==> config.mk <==
export PLATFORM = sky130hd
export DESIGN_NAME = data_buffer_arbiter
export DESIGN_NICKNAME = d
export VERILOG_FILES = /design/src/rtl/data_buffer_arbiter.sv
export SDC_FILE = /design/constraint.sdc
export NUM_CORES = 1
export LEC_CHECK = 0
export BUFFER_PORTS_ARGS = -buffer_cell sky130_fd_sc_hd__buf_4
export CAP_MARGIN = 10
export CORE_MARGIN = 4
export CORE_UTILIZATION = 49
export DETAILED_ROUTE_END_ITERATION = 16
export HOLD_SLACK_MARGIN = 0.1
export PLACE_DENSITY_LB_ADDON = 0.08
export SKIP_LAST_GASP = 1
export SYNTH_ARGS = -nofsm -noshare
export SYNTH_HDL_FRONTEND = slang
export SYNTH_SLANG_ARGS = --single-unit
==> constraint.sdc <==
create_clock -name clk -period 3.03 [get_ports clk]
set_clock_uncertainty 0.05 [all_clocks]
set_input_delay 0.4545 -clock clk [delete_from_list [all_inputs] [get_ports clk]]
set_output_delay 0.4545 -clock clk [all_outputs]
set_load 0.01 [all_outputs]
==> src/rtl/data_buffer_arbiter.sv <==
// Pointer/occupancy owner for the shared USB endpoint buffer; arbitrates the single
// write port (RX vs AHB) and single read port (TX vs AHB) with AHB starvation relief.
module data_buffer_arbiter #(
   parameter int unsigned DEPTH        = 64,
   parameter int unsigned STARVE_LIMIT = 4,
   localparam int unsigned AW          = $clog2(DEPTH)
) (
   input  logic          clk,
   input  logic          n_rst,
   input  logic          clear,
   input  logic          lock_db,
   input  logic          rx_wr_req,
   input  logic [7:0]    rx_wr_data,
   input  logic          tx_rd_req,
   input  logic          ahb_wr_req,
   input  logic [7:0]    ahb_wdata,
   input  logic          ahb_rd_req,
   input  logic [7:0]    mem_rdata,
   output logic          rx_wr_gnt,
   output logic          ahb_wr_gnt,
   output logic          tx_rd_gnt,
   output logic          ahb_rd_gnt,
   output logic          mem_we,
   output logic [AW-1:0] mem_waddr,
   output logic [7:0]    mem_wdata,
   output logic          mem_re,
   output logic [AW-1:0] mem_raddr,
   output logic [7:0]    rd_data,
   output logic          tx_rd_valid,
   output logic          ahb_rd_valid,
   output logic [AW:0]   buffer_occupancy,
   output logic          overflow_err,
   output logic          underflow_err
);

   localparam int unsigned SW = $clog2(STARVE_LIMIT + 1);

   logic [AW-1:0] r_wptr;
   logic [AW-1:0] r_rptr;
   logic [AW:0]   r_occ;
   logic [SW-1:0] r_wstarve;
   logic [SW-1:0] r_rstarve;
   logic          r_tx_valid;
   logic          r_ahb_valid;
   logic          r_ovf;
   logic          r_unf;

   logic w_full;
   logic w_empty;
   logic w_rx_elig;
   logic w_tx_elig;
   logic w_ahb_wforce;
   logic w_ahb_rforce;
   logic w_wr_commit;
   logic w_rd_commit;

   assign w_full  = (r_occ == (AW+1)'(DEPTH));
   assign w_empty = (r_occ == '0);

   // Grants: clear blocks everything; starvation override beats USB priority
   always_comb begin
      rx_wr_gnt    = 1'b0;
      ahb_wr_gnt   = 1'b0;
      tx_rd_gnt    = 1'b0;
      ahb_rd_gnt   = 1'b0;
      w_rx_elig    = !lock_db && !w_full;
      w_tx_elig    = !lock_db && !w_empty;
      w_ahb_wforce = ahb_wr_req && !w_full  && (r_wstarve == SW'(STARVE_LIMIT));
      w_ahb_rforce = ahb_rd_req && !w_empty && (r_rstarve == SW'(STARVE_LIMIT));
      if (!clear) begin
         rx_wr_gnt  = rx_wr_req && w_rx_elig && !w_ahb_wforce;
         ahb_wr_gnt = ahb_wr_req && !w_full && !rx_wr_gnt;
         tx_rd_gnt  = tx_rd_req && w_tx_elig && !w_ahb_rforce;
         ahb_rd_gnt = ahb_rd_req && !w_empty && !tx_rd_gnt;
      end
      w_wr_commit = rx_wr_gnt || ahb_wr_gnt;
      w_rd_commit = tx_rd_gnt || ahb_rd_gnt;
   end

   assign mem_we           = w_wr_commit;
   assign mem_re           = w_rd_commit;
   assign mem_waddr        = r_wptr;
   assign mem_raddr        = r_rptr;
   assign mem_wdata        = rx_wr_gnt ? rx_wr_data : ahb_wdata;
   assign rd_data          = mem_rdata;
   assign tx_rd_valid      = r_tx_valid;
   assign ahb_rd_valid     = r_ahb_valid;
   assign buffer_occupancy = r_occ;
   assign overflow_err     = r_ovf;
   assign underflow_err    = r_unf;

   always_ff @(posedge clk or negedge n_rst) begin
      if (!n_rst) begin
         r_wptr      <= '0;
         r_rptr      <= '0;
         r_occ       <= '0;
         r_wstarve   <= '0;
         r_rstarve   <= '0;
         r_tx_valid  <= 1'b0;
         r_ahb_valid <= 1'b0;
         r_ovf       <= 1'b0;
         r_unf       <= 1'b0;
      end else begin
         r_tx_valid  <= tx_rd_gnt;
         r_ahb_valid <= ahb_rd_gnt;
         r_ovf       <= !clear && !lock_db && rx_wr_req && w_full;
         r_unf       <= !clear && !lock_db && tx_rd_req && w_empty;
         if (clear) begin
            r_wptr <= '0;
            r_rptr <= '0;
            r_occ  <= '0;
         end else begin
            if (w_wr_commit) r_wptr <= r_wptr + AW'(1);
            if (w_rd_commit) r_rptr <= r_rptr + AW'(1);
            unique case ({w_wr_commit, w_rd_commit})
               2'b10:   r_occ <= r_occ + (AW+1)'(1);
               2'b01:   r_occ <= r_occ - (AW+1)'(1);
               default: r_occ <= r_occ;
            endcase
         end
         // Starvation counters only advance when AHB was eligible and lost to USB
         if (clear || ahb_wr_gnt || !ahb_wr_req)
            r_wstarve <= '0;
         else if (rx_wr_gnt && (r_wstarve != SW'(STARVE_LIMIT)))
            r_wstarve <= r_wstarve + SW'(1);
         if (clear || ahb_rd_gnt || !ahb_rd_req)
            r_rstarve <= '0;
         else if (tx_rd_gnt && (r_rstarve != SW'(STARVE_LIMIT)))
            r_rstarve <= r_rstarve + SW'(1);
      end
   end

endmodule

==> results.tsv, run 1 <==
stage	metric	value	unit
die	dieArea	5023	um2
yosys	ys_ff_latch	29	
die	row_count	22	
timing	hold_viol_final	0	
cts	clk_latency	280	ps
placed_design	portBuffers	60	
routing	drt_wl_total	4460	um
cts	h-tree-depth	2	
cts	clock_sinks	29	
grt	grt_pass1_vias	1607	
routing	drcViolationCount	0	
critical_path	cpMostUsedCell	mux2i_1	
cts	root_buffer	clkbuf_8	
placed_design	dpl.hpwl	3470	um
critical_path	slowest_stage	dfrtp_1	
power_and_ir_drop	power_leakage	0.001282	uW
timing	finalSetupViolCount	0	
placed_design	dp.cells	310	
cts	numCtsBuffers	5	
yosys	yosysSeqAreaShare	37.47	%
timing	rsz0062_at_grt	false	
critical_path	crit_chain	nor3_1 -> a221oi_2 -> nor2b_4 -> ha_1 -> a211oi_1 -> o21bai_1 -> a21oi_1 -> mux2i_1 -> mux2i_1	
power_and_ir_drop	power_density	657.3	nW/um2
routing	antenna_left	0	
grt	antenna_found_initial	0	
yosys	syn_avg_cell_area	9.223	um2
timing	finalSetupTns	0	ps
timing	slew_headroom	71.88	%
cells_and_area	final_cell_mix	66 x buf_4, 37 x nand2_1, 29 x dfrtp_1	
yosys	syn_nets	254	
critical_path	worstSetupPathType	flip-flop to flip-flop	
die	die_w	70.87	um
power_and_ir_drop	power	1644	uW
yosys	ys_warn_count	0	
cts	post_cts_resized	0	
yosys	syn-cell-area	1937	um2
yosys	synthFlopType	dfrtp_1	
die	die_h	70.87	um
critical_path	r2r_cells	9	
grt	grt_pass1_wl	7348	um
timing	slew_viol_final	0	
timing	whs	453.8	ps
grt	grt_max_degree	30	
critical_path	cp_num_buf_inv	0	
die	core	3744	um2
cts	path_clk_slew	60	ps
critical_path	critPathLaunchType	flip-flop	
cells_and_area	stdcell_count	319	
timing	fin_crit_sh	90.06	%
cells_and_area	regArea	725.7	um2
cells_and_area	drive_gt1_share	33.95	%
cells_and_area	n_antenna_cell	0	
cells_and_area	final_area	2501	um2
hold_path	min_path_cells	3	
critical_path	cp.depth	9	
status	outcome	complete, no violations	
routing	drt_first_pass_iters	4	
cells_and_area	fillers	340	
yosys	syn_inst	210	
timing	max_freq	0.3664	GHz
critical_path	cp_max_fo	7	
critical_path	cpLargestDelayFamily	compound AO/OA/AOI/OAI gates	
die	start_util	51.74	%
critical_path	worstPathArrival	2880	ps
grt	grt_usage	18.18	%
cts	postCtsSetupBuffers	0	
cells_and_area	area_growth	29.13	%
yosys	synth_enable_flop_cells	0	
yosys	synthDistinctLibCells	44	
run	cap_violations	0	
routing	via_count	1653	
cells_and_area	multiInputGateArea	1094	um2
critical_path	cp_slowest_stage_delay	520	ps
grt	gr-total-overflow	0	
routing	wire_per_inst	13.98	um
timing	worst_slew_pin_slew	421.3	ps
hold_path	hold_class	primary input to flip-flop	
routing	drt_iter0_drc	83	
placed_design	gp_congestion	0.8301	
cts	clk_path_buf_depth	2	
critical_path	end_kind	flip-flop	
timing	fin_crit	2729	ps
cells_and_area	nets	314	
critical_path	cp.required	3180	ps
die	pin_count	77	
routing	viasPerCell	5.182	
placed_design	place_area	2409	um2
yosys	synth-async-reset-ratio	100.0	%
cells_and_area	final_common_cell	buf_4	
power_and_ir_drop	peakVddDrop	0.5219	mV
cts	cts_tree	built	
## path summary, 6_finish.rpt
path                                      from                  end  slack [ps]
min                                 ahb_rd_req          tx_rd_valid         450
max                        buffer_occupancy[4]  buffer_occupancy[6]         300
max in group asynchronous                n_rst  buffer_occupancy[6]        2050
min in group asynchronous                n_rst         overflow_err         600
min reg2reg                       mem_raddr[5]         mem_raddr[5]         500
max reg2reg                buffer_occupancy[4]  buffer_occupancy[6]         300
## repair_timing
action	in CTS	in global routing
hold buffers	1	0
hold endpoints to repair	29	0
setup endpoints to repair	0	0
## cells in the mapped netlist, types with 2 or more instances
cell,number,area (um2)
dfrtp_1,29,725.7
nand2_1,37,138.9
xnor2_1,6,52.55
a221oi_2,2,30.03
inv_1,8,30.03
clkbuf_1,5,18.77
xor2_1,9,78.83
and3_1,3,18.77
nor2b_1,2,12.51
a22o_1,2,17.52
a211oi_1,3,22.52
a21oi_1,10,50.05
nor2_1,16,60.06
buf_4,8,60.06
nor3_1,5,25.02
ha_1,11,137.6
nand3_1,11,55.05
nand2b_1,2,12.51
mux2i_1,5,50.05
o21ai_0,3,15.01
o21bai_1,2,15.01
o21ai_2,5,43.79
nand4_1,4,25.02
a21o_1,2,15.01
## power breakdown
part           switching (uW)  internal (uW)  leakage [uW]
clock network             141            159     0.0000450
registers                89.1            442      0.000398
logic                     423            390      0.000839
total                     653            991       0.00128
## flip-flops by register name, summed over array words and instances (netlist names)
name and flops:
tx_rd_valid 1, mem_waddr 6, mem_raddr 6, r_rstarve 3, overflow_err 1, underflow_err 1, r_wstarve 3, ahb_rd_valid 1
buffer_occupancy 7
## metrics by stage
step                utilization [%]  worst slack, ps
global route                  66.81            150.5
CTS                           66.81            359.1
detailed placement            64.34            273.1
floorplan                         -            77.38
global placement              64.34            323.6
finish                        66.81            301.1
## logic make-up after synthesis
kind of cell	synth area share, %
buffers and inverters	6.072
DFF	37.47
and+or+nand+nor	24.22
xor gates and xnor gates	6.783
AOI/OAI and AO/OA	14.73
adders and majority gates	8.139
muxes	2.584
## tightest hold or removal path, stage by stage
cell    delay (ps)
buf_4          100
and3_1         130
nor4_1          50
## routing by layer
metal | GRT usage [%] | wire length [um]
met5 | 0 | 0
met4 | 8.142 | 88
met3 | 4.261 | 243
met2 | 28.84 | 2145
met1 | 23.58 | 1983
## layout make-up
cell class / count / share of cell area (%)
well taps: 48 / 2.401
multi-input cells: 158 / 43.72
clock buffers: 6 / 2.901
clock inverters: 2 / 0.4002
inverters: 9 / 1.351
repair buffers: 67 / 20.21
flip-flops and latches: 29 / 29.01
Note: power is estimated with default switching activity, not from simulation.
==> run 2: changes to the inputs <==
--- a/config.mk
+++ b/config.mk
@@ -9,8 +9,10 @@
 export CAP_MARGIN = 10
 export CORE_MARGIN = 4
 export CORE_UTILIZATION = 49
+export CTS_CLUSTER_SIZE = 14
 export DETAILED_ROUTE_END_ITERATION = 16
 export HOLD_SLACK_MARGIN = 0.1
+export MAX_ROUTING_LAYER = met4
 export PLACE_DENSITY_LB_ADDON = 0.08
 export SKIP_LAST_GASP = 1
 export SYNTH_ARGS = -nofsm -noshare
==> constraint.sdc (replaced) <==
create_clock -name clk -period 3.03 [get_ports clk]
set_clock_uncertainty 0.05 [all_clocks]
set_input_delay 0.4545 -clock clk [delete_from_list [all_inputs] [get_ports clk]]
set_output_delay 0.4545 -clock clk [all_outputs]
set_load 0.1 [all_outputs]
==> run 2 against run 1 <==
  * Final area increased by 5.9%
  * Critical path type is now flip-flop to output pin
  * Routed wire length increased by 1.4%
  * Combinational power increased by 73%
  * Highest routed layer unchanged
  * Via count decreased by 1.1%
  * Non-clock buffer count decreased by 1
  * Critical endpoint is now tx_rd_gnt
  * Count of clock-buffer cells in the layout increased by 1
  * Cell count decreased by 0.31%
  * Sequential share of layout area decreased by 0.63 points
  * Register-to-register slack got worse by 40 ps
  * Sequential power increased by 7.2%
  * Core utilization increased by 3.9 points
==> results.tsv, run 2 (synthesis results as in run 1) <==
stage	metric	value	unit	change
placed_design	dpl.hpwl	3395	um	was 3470 um
timing	slew_viol_final	0		unchanged
cts	root_buffer	clkbuf_8		unchanged
cts	numCtsBuffers	5		unchanged
timing	finalSetupTns	0	ps	unchanged
critical_path	cp_max_fo	7		unchanged
die	dieArea	5023	um2	unchanged
routing	viasPerCell	5.138		was 5.182
cts	postCtsSetupBuffers	0		unchanged
cts	post_cts_resized	0		unchanged
cells_and_area	area_growth	36.76	%	was 29.13%
run	cap_violations	0		unchanged
status	outcome	complete, no violations		unchanged
cts	clock_sinks	29		unchanged
routing	drcViolationCount	0		unchanged
grt	grt_pass1_wl	7507	um	was 7348 um
cells_and_area	largest_reg_flops	7		unchanged
grt	grt_usage	19.51	%	was 18.18%
timing	slew_headroom	67.57	%	was 71.88%
die	die_h	70.87	um	unchanged
cts	clk_path_buf_depth	2		unchanged
cells_and_area	final_common_cell	buf_4		unchanged
placed_design	dp.cells	309		was 310
power_and_ir_drop	peakVddDrop	0.6905	mV	was 0.5219 mV
cells_and_area	stdcell_count	318		was 319
timing	whs	478.0	ps	was 453.8 ps
die	pin_count	77		unchanged
grt	grt_pass1_vias	1528		was 1607
timing	hold_viol_final	0		unchanged
cells_and_area	final_cell_mix	65 x buf_4, 29 x nand2_1, 22 x dfrtp_1		was 66 x buf_4, 37 x nand2_1, 29 x dfrtp_1
die	row_count	22		unchanged
routing	via_count	1634		was 1653
timing	max_freq	0.3548	GHz	was 0.3664 GHz
routing	antenna_left	0		unchanged
grt	grt_max_degree	30		unchanged
die	die_w	70.87	um	unchanged
placed_design	gp_congestion	0.8783		was 0.8301
cells_and_area	regArea	752.0	um2	was 725.7 um2
critical_path	critPathLaunchType	flip-flop		unchanged
routing	drt_wl_total	4524	um	was 4460 um
critical_path	cp.required	2530	ps	was 3180 ps
timing	worst_slew_pin_slew	482.8	ps	was 421.3 ps
timing	rsz0062_at_grt	false		unchanged
cts	path_clk_slew	70	ps	was 60 ps
cts	clk_latency	280	ps	about the same
cells_and_area	drive_gt1_share	42.59	%	was 33.95%
cts	h-tree-depth	2		unchanged
routing	drt_first_pass_iters	4		unchanged
power_and_ir_drop	power_density	883.2	nW/um2	was 657.3 nW/um2
critical_path	worstPathArrival	2310	ps	was 2880 ps
critical_path	end_kind	output pin		was flip-flop
grt	gr-total-overflow	0		unchanged
cells_and_area	nets	313		was 314
routing	drt_iter0_drc	128		was 83
timing	fin_crit_sh	93.01	%	was 90.06%
placed_design	portBuffers	60		unchanged
hold_path	hold_class	primary input to flip-flop		unchanged
critical_path	worstSetupPathType	flip-flop to output pin		was flip-flop to flip-flop
cells_and_area	fillers	305		was 340
grt	antenna_found_initial	0		unchanged
cells_and_area	multiInputGateArea	1204	um2	was 1094 um2
timing	finalSetupViolCount	0		unchanged
die	core	3744	um2	unchanged
cells_and_area	n_antenna_cell	0		unchanged
cts	cts_tree	built		unchanged
routing	wire_per_inst	14.23	um	was 13.98 um
power_and_ir_drop	power_leakage	0.001282	uW	about the same
die	start_util	51.74	%	unchanged
timing	fin_crit	2818	ps	was 2729 ps
==> run 2: cell count changes in the layout (fill, tap and decap cells not counted), moves of 7 or more <==
cell     before  now
nand2_1      37   29
dfrtp_1      29   22
nand2_2       1    9
dfrtp_4       0    7
==> run 2: cell type report <==
class	instances	area share, %
Clock buffer	7	3.637
Inverter	9	1.275
Sequential cell	29	28.39
Clock inverter	1	0.1889
Tap cell	48	2.267
Multi-Input combinational cell	158	45.44
Timing Repair Buffer	66	18.80
==> run 2: report_power, final <==
| group | leakage [uW] | total [uW] | internal [uW] | switching (uW) |
|---|---|---|---|---|
| Clock | 0.0000542 | 357 | 205 | 152 |
| Combinational | 0.000842 | 1410 | 417 | 997 |
| Sequential | 0.000386 | 569 | 463 | 106 |
==> run 2: worst paths after layout <==
kind,startpoint,end,slack [ps],cells past startpoint
hold reg to reg,mem_raddr[5],mem_raddr[5],500,2
hold / removal,clear,mem_raddr[2],480,2
setup / recovery,buffer_occupancy[1],tx_rd_gnt,210,5
setup reg to reg,buffer_occupancy[1],buffer_occupancy[6],260,9
max in group asynchronous,n_rst,buffer_occupancy[5],2040,2
min in group asynchronous,n_rst,buffer_occupancy[0],580,2
==> run 2: worst max-delay path, stage by stage (launching register included) <==
cell,delay [ps]
dfrtp_4,510
nor4_4,510
buf_4,250
and2_0,420
nor4_4,90
buf_4,250
==> run 2: through the flow <==
step / util [%] / cell area [um2] / power, uW / setup WS (ps)
floorplan: - / 2073 / 1752 / -517.6
CTS: 70.76 / 2649 / 2361 / 182.2
detailed placement: 67.78 / 2537 / 1996 / 248.9
global placement: 67.78 / 2537 / 1982 / 351.5
global route: 70.76 / 2649 / 2466 / 52.43
finish: 70.76 / 2649 / 2339 / 211.9
==> run 2: timing repair <==
item	4_1_cts	5_1_grt
setup endpoints to repair	0	0
endpoints found under the hold margin	29	0
hold buffers	1	0
==> run 2: metal layers <==
layer	vias up	GRT usage, %	wire [um]
li1	830	-	-
met4	0	7.724	76
met5	-	-	0
met3	8	5.540	278
met1	755	27.03	2153
met2	41	26.78	2016
==> run 3: changes to the inputs <==
--- a/config.mk
+++ b/config.mk
@@ -8,7 +8,8 @@
 export BUFFER_PORTS_ARGS = -buffer_cell sky130_fd_sc_hd__buf_4
 export CAP_MARGIN = 10
 export CORE_MARGIN = 4
-export CORE_UTILIZATION = 49
+export CORE_UTILIZATION = 50
+export CTS_BUF_LIST = sky130_fd_sc_hd__clkbuf_4 sky130_fd_sc_hd__clkbuf_8
 export CTS_CLUSTER_SIZE = 14
 export DETAILED_ROUTE_END_ITERATION = 16
 export HOLD_SLACK_MARGIN = 0.1
==> run 3 against run 2 <==
  * Sequential cell count stayed put
  * Setup slack better by 11 ps
  * Sequential share of layout area shrank 0.067 points
  * Via count rose by 3.2%
  * Critical path depth is the same
  * Power up 2.3%
  * Highest routed layer unchanged
  * First-iteration DRC count shrank 40%
  * Sequential power barely moved
  * Global-route usage increased by 0.24 points
==> results.tsv, run 3 (synthesis results as in run 1) <==
stage	metric	value	unit	change
status	outcome	complete, no violations		unchanged
grt	gr-total-overflow	0		unchanged
cells_and_area	final_area	2655	um2	was 2649 um2
power_and_ir_drop	combPwrFrac	59.1	%	was 60.4%
routing	drt_iter0_drc	77		was 128
grt	grt_pass1_wl	7693	um	was 7507 um
power_and_ir_drop	p_int	1125	uW	was 1085 uW
cts	h-tree-depth	2		unchanged
routing	drt_first_pass_iters	8		was 4
power_and_ir_drop	switching_share	52.98	%	was 53.62%
cells_and_area	drive_gt1_share	42.38	%	was 42.59%
routing	drt_wl_total	4523	um	was 4524 um
critical_path	cp.required	2530	ps	about the same
critical_path	slowest_stage	dfrtp_4		unchanged
die	die_h	70.24	um	was 70.87 um
hold_path	hold_start	clear		unchanged
cts	numCtsBuffers	5		unchanged
grt	grt_usage	19.75	%	was 19.51%
run	cap_violations	0		unchanged
hold_path	hold_class	primary input to flip-flop		unchanged
placed_design	gp_congestion	0.8457		was 0.8783
timing	slew_headroom	68.33	%	was 67.57%
cts	path_clk_slew	70	ps	about the same
cells_and_area	final_common_cell	buf_4		unchanged
critical_path	cp_slowest_stage_delay	510	ps	about the same
routing	viasPerCell	5.322		was 5.138
critical_path	critPathLaunch	buffer_occupancy[1]		unchanged
routing	wire_per_inst	14.27	um	was 14.23 um
cells_and_area	area_growth	37.08	%	was 36.76%
critical_path	end_kind	output pin		unchanged
cts	clk_path_buf_depth	2		unchanged
die	row_count	22		unchanged
placed_design	pre_cts_ws	261.9	ps	was 248.9 ps
grt	grt_pass1_vias	1594		was 1528
power_and_ir_drop	power_switching	1267	uW	was 1254 uW
power_and_ir_drop	power	2392	uW	was 2339 uW
critical_path	cp_num_buf_inv	2		unchanged
timing	fin_crit	2807	ps	was 2818 ps
placed_design	dpl.hpwl	3488	um	was 3395 um
cts	clk_latency	280	ps	about the same
power_and_ir_drop	power_density	901.0	nW/um2	was 883.2 nW/um2
power_and_ir_drop	power.share.clock	17.0	%	was 15.3%
timing	slew_viol_final	0		unchanged
critical_path	worstPathArrival	2300	ps	was 2310 ps
power_and_ir_drop	p_seq_share	23.9	%	was 24.3%
timing	finalSetupViolCount	0		unchanged
critical_path	crit_chain	nor4_4 -> buf_4 -> and2_0 -> nor4_4 -> buf_4		unchanged
routing	via_count	1687		was 1634
die	start_util	52.12	%	was 51.74%
routing	drcViolationCount	0		unchanged
critical_path	r2r-start	buffer_occupancy[1]		unchanged
power_and_ir_drop	peakVddDrop	0.6496	mV	was 0.6905 mV
cells_and_area	nets	312		was 313
timing	fin_crit_sh	92.65	%	was 93.01%
critical_path	cpLargestDelayFamily	simple AND/OR/NAND/NOR gates		unchanged
cells_and_area	largest_reg_flops	7		unchanged
cts	root_buffer	clkbuf_8		unchanged
timing	hold_viol_final	0		unchanged
critical_path	critPathLaunchType	flip-flop		unchanged
placed_design	portBuffers	60		unchanged
die	dieArea	4934	um2	was 5023 um2
routing	antenna_left	0		unchanged
timing	worst_slew_pin_slew	471.6	ps	was 482.8 ps
timing	worst_slack	222.6	ps	was 211.9 ps
grt	antenna_found_initial	0		unchanged
critical_path	cp_max_fo	7		unchanged
critical_path	worstSetupPathType	flip-flop to output pin		unchanged
cts	cts_tree	built		unchanged
power_and_ir_drop	power_leakage	0.001277	uW	was 0.001282 uW
die	die_w	70.24	um	was 70.87 um
cells_and_area	n_antenna_cell	0		unchanged
cells_and_area	final_cell_mix	64 x buf_4, 29 x nand2_1, 22 x dfrtp_1		was 65 x buf_4, 29 x nand2_1, 22 x dfrtp_1
cts	postCtsSetupBuffers	0		unchanged
die	core	3716	um2	was 3744 um2
cells_and_area	fin_util	71.45	%	was 70.76%
grt	grt_max_degree	30		unchanged
die	pin_count	77		unchanged
placed_design	place_area	2530	um2	was 2537 um2
timing	max_freq	0.3562	GHz	was 0.3548 GHz
timing	rsz0062_at_grt	false		unchanged
cts	clock_sinks	29		unchanged
-- run 3: cell count changes in the layout (fill, tap and decap cells not counted), sizes merged --
cell	delta
clkinvlp	+1
bufinv	+1
clkbuf	-2
buf	-1
-- run 3: worst register-to-register path, delay by kind of cell, from the launching register on --
family                   cells  cell delay [ps]
multiplexers                 2              440
AND/OR/NAND/NOR              2              760
AO/OA/AOI/OAI                4              580
adder cells (fa/ha/maj)      1              330
flip-flops                   1              510
-- run 3: final cells by class --
class                   instances  area (um2)
clock inverters                 3       46.29
repair buffers                 65       490.5
well taps                      48       60.06
multi-input cells             158        1204
flip-flops and latches         29       752.0
inverters                       9       33.78
clock buffers                   5       68.82
fillers                       312        1061
-- run 3: repair_timing --
item	CTS	global route
gates resized for setup	0	0
hold endpoints to repair	29	0
hold buffers	1	0
setup endpoints to repair	0	0
-- run 3: power groups by stage --
| stage | Combinational [uW] | Clock [uW] | Sequential, uW |
|---|---|---|---|
| final | 1410 | 406 | 572 |
| after global routing | 1500 | 436 | 583 |
| after CTS | 1420 | 410 | 573 |
| after detailed placement | 1420 | 0 | 580 |
| after global placement | 1410 | 0 | 573 |
| after floorplan | 809 | 0 | 943 |
-- run 3: routing by layer --
layer | share of wire [%] | wire length [um] | vias to the layer above | global-route usage (%)
met1 | 45 | 2014 | 797 | 25.61
met2 | 48 | 2190 | 47 | 30.56
met5 | 0 | 0 | - | -
li1 | - | - | 830 | -
met4 | 1.5 | 67 | 0 | 5.319
met3 | 5.5 | 250 | 13 | 5.180
-- run 3: stage by stage --
step / cells / hold slack [ps] / setup TNS (ps)
after floorplan: 210 / 108.9 / -1504
after global placement: 308 / 350.8 / 0
after detailed placement: 308 / 347.9 / 0
after CTS: 317 / 474.1 / 0
after global routing: 317 / 478.3 / 0
final: 317 / 471.9 / 0
-- run 3: final timing paths --
path,endpoint,depth (start not counted),slack [ps]
min reg2reg,mem_waddr[5],2,500
max reg2reg,buffer_occupancy[6],9,280
max,tx_rd_gnt,5,220
min in group asynchronous,r_rstarve[1],2,570
max in group asynchronous,buffer_occupancy[5],2,2060
min,mem_waddr[2],2,470
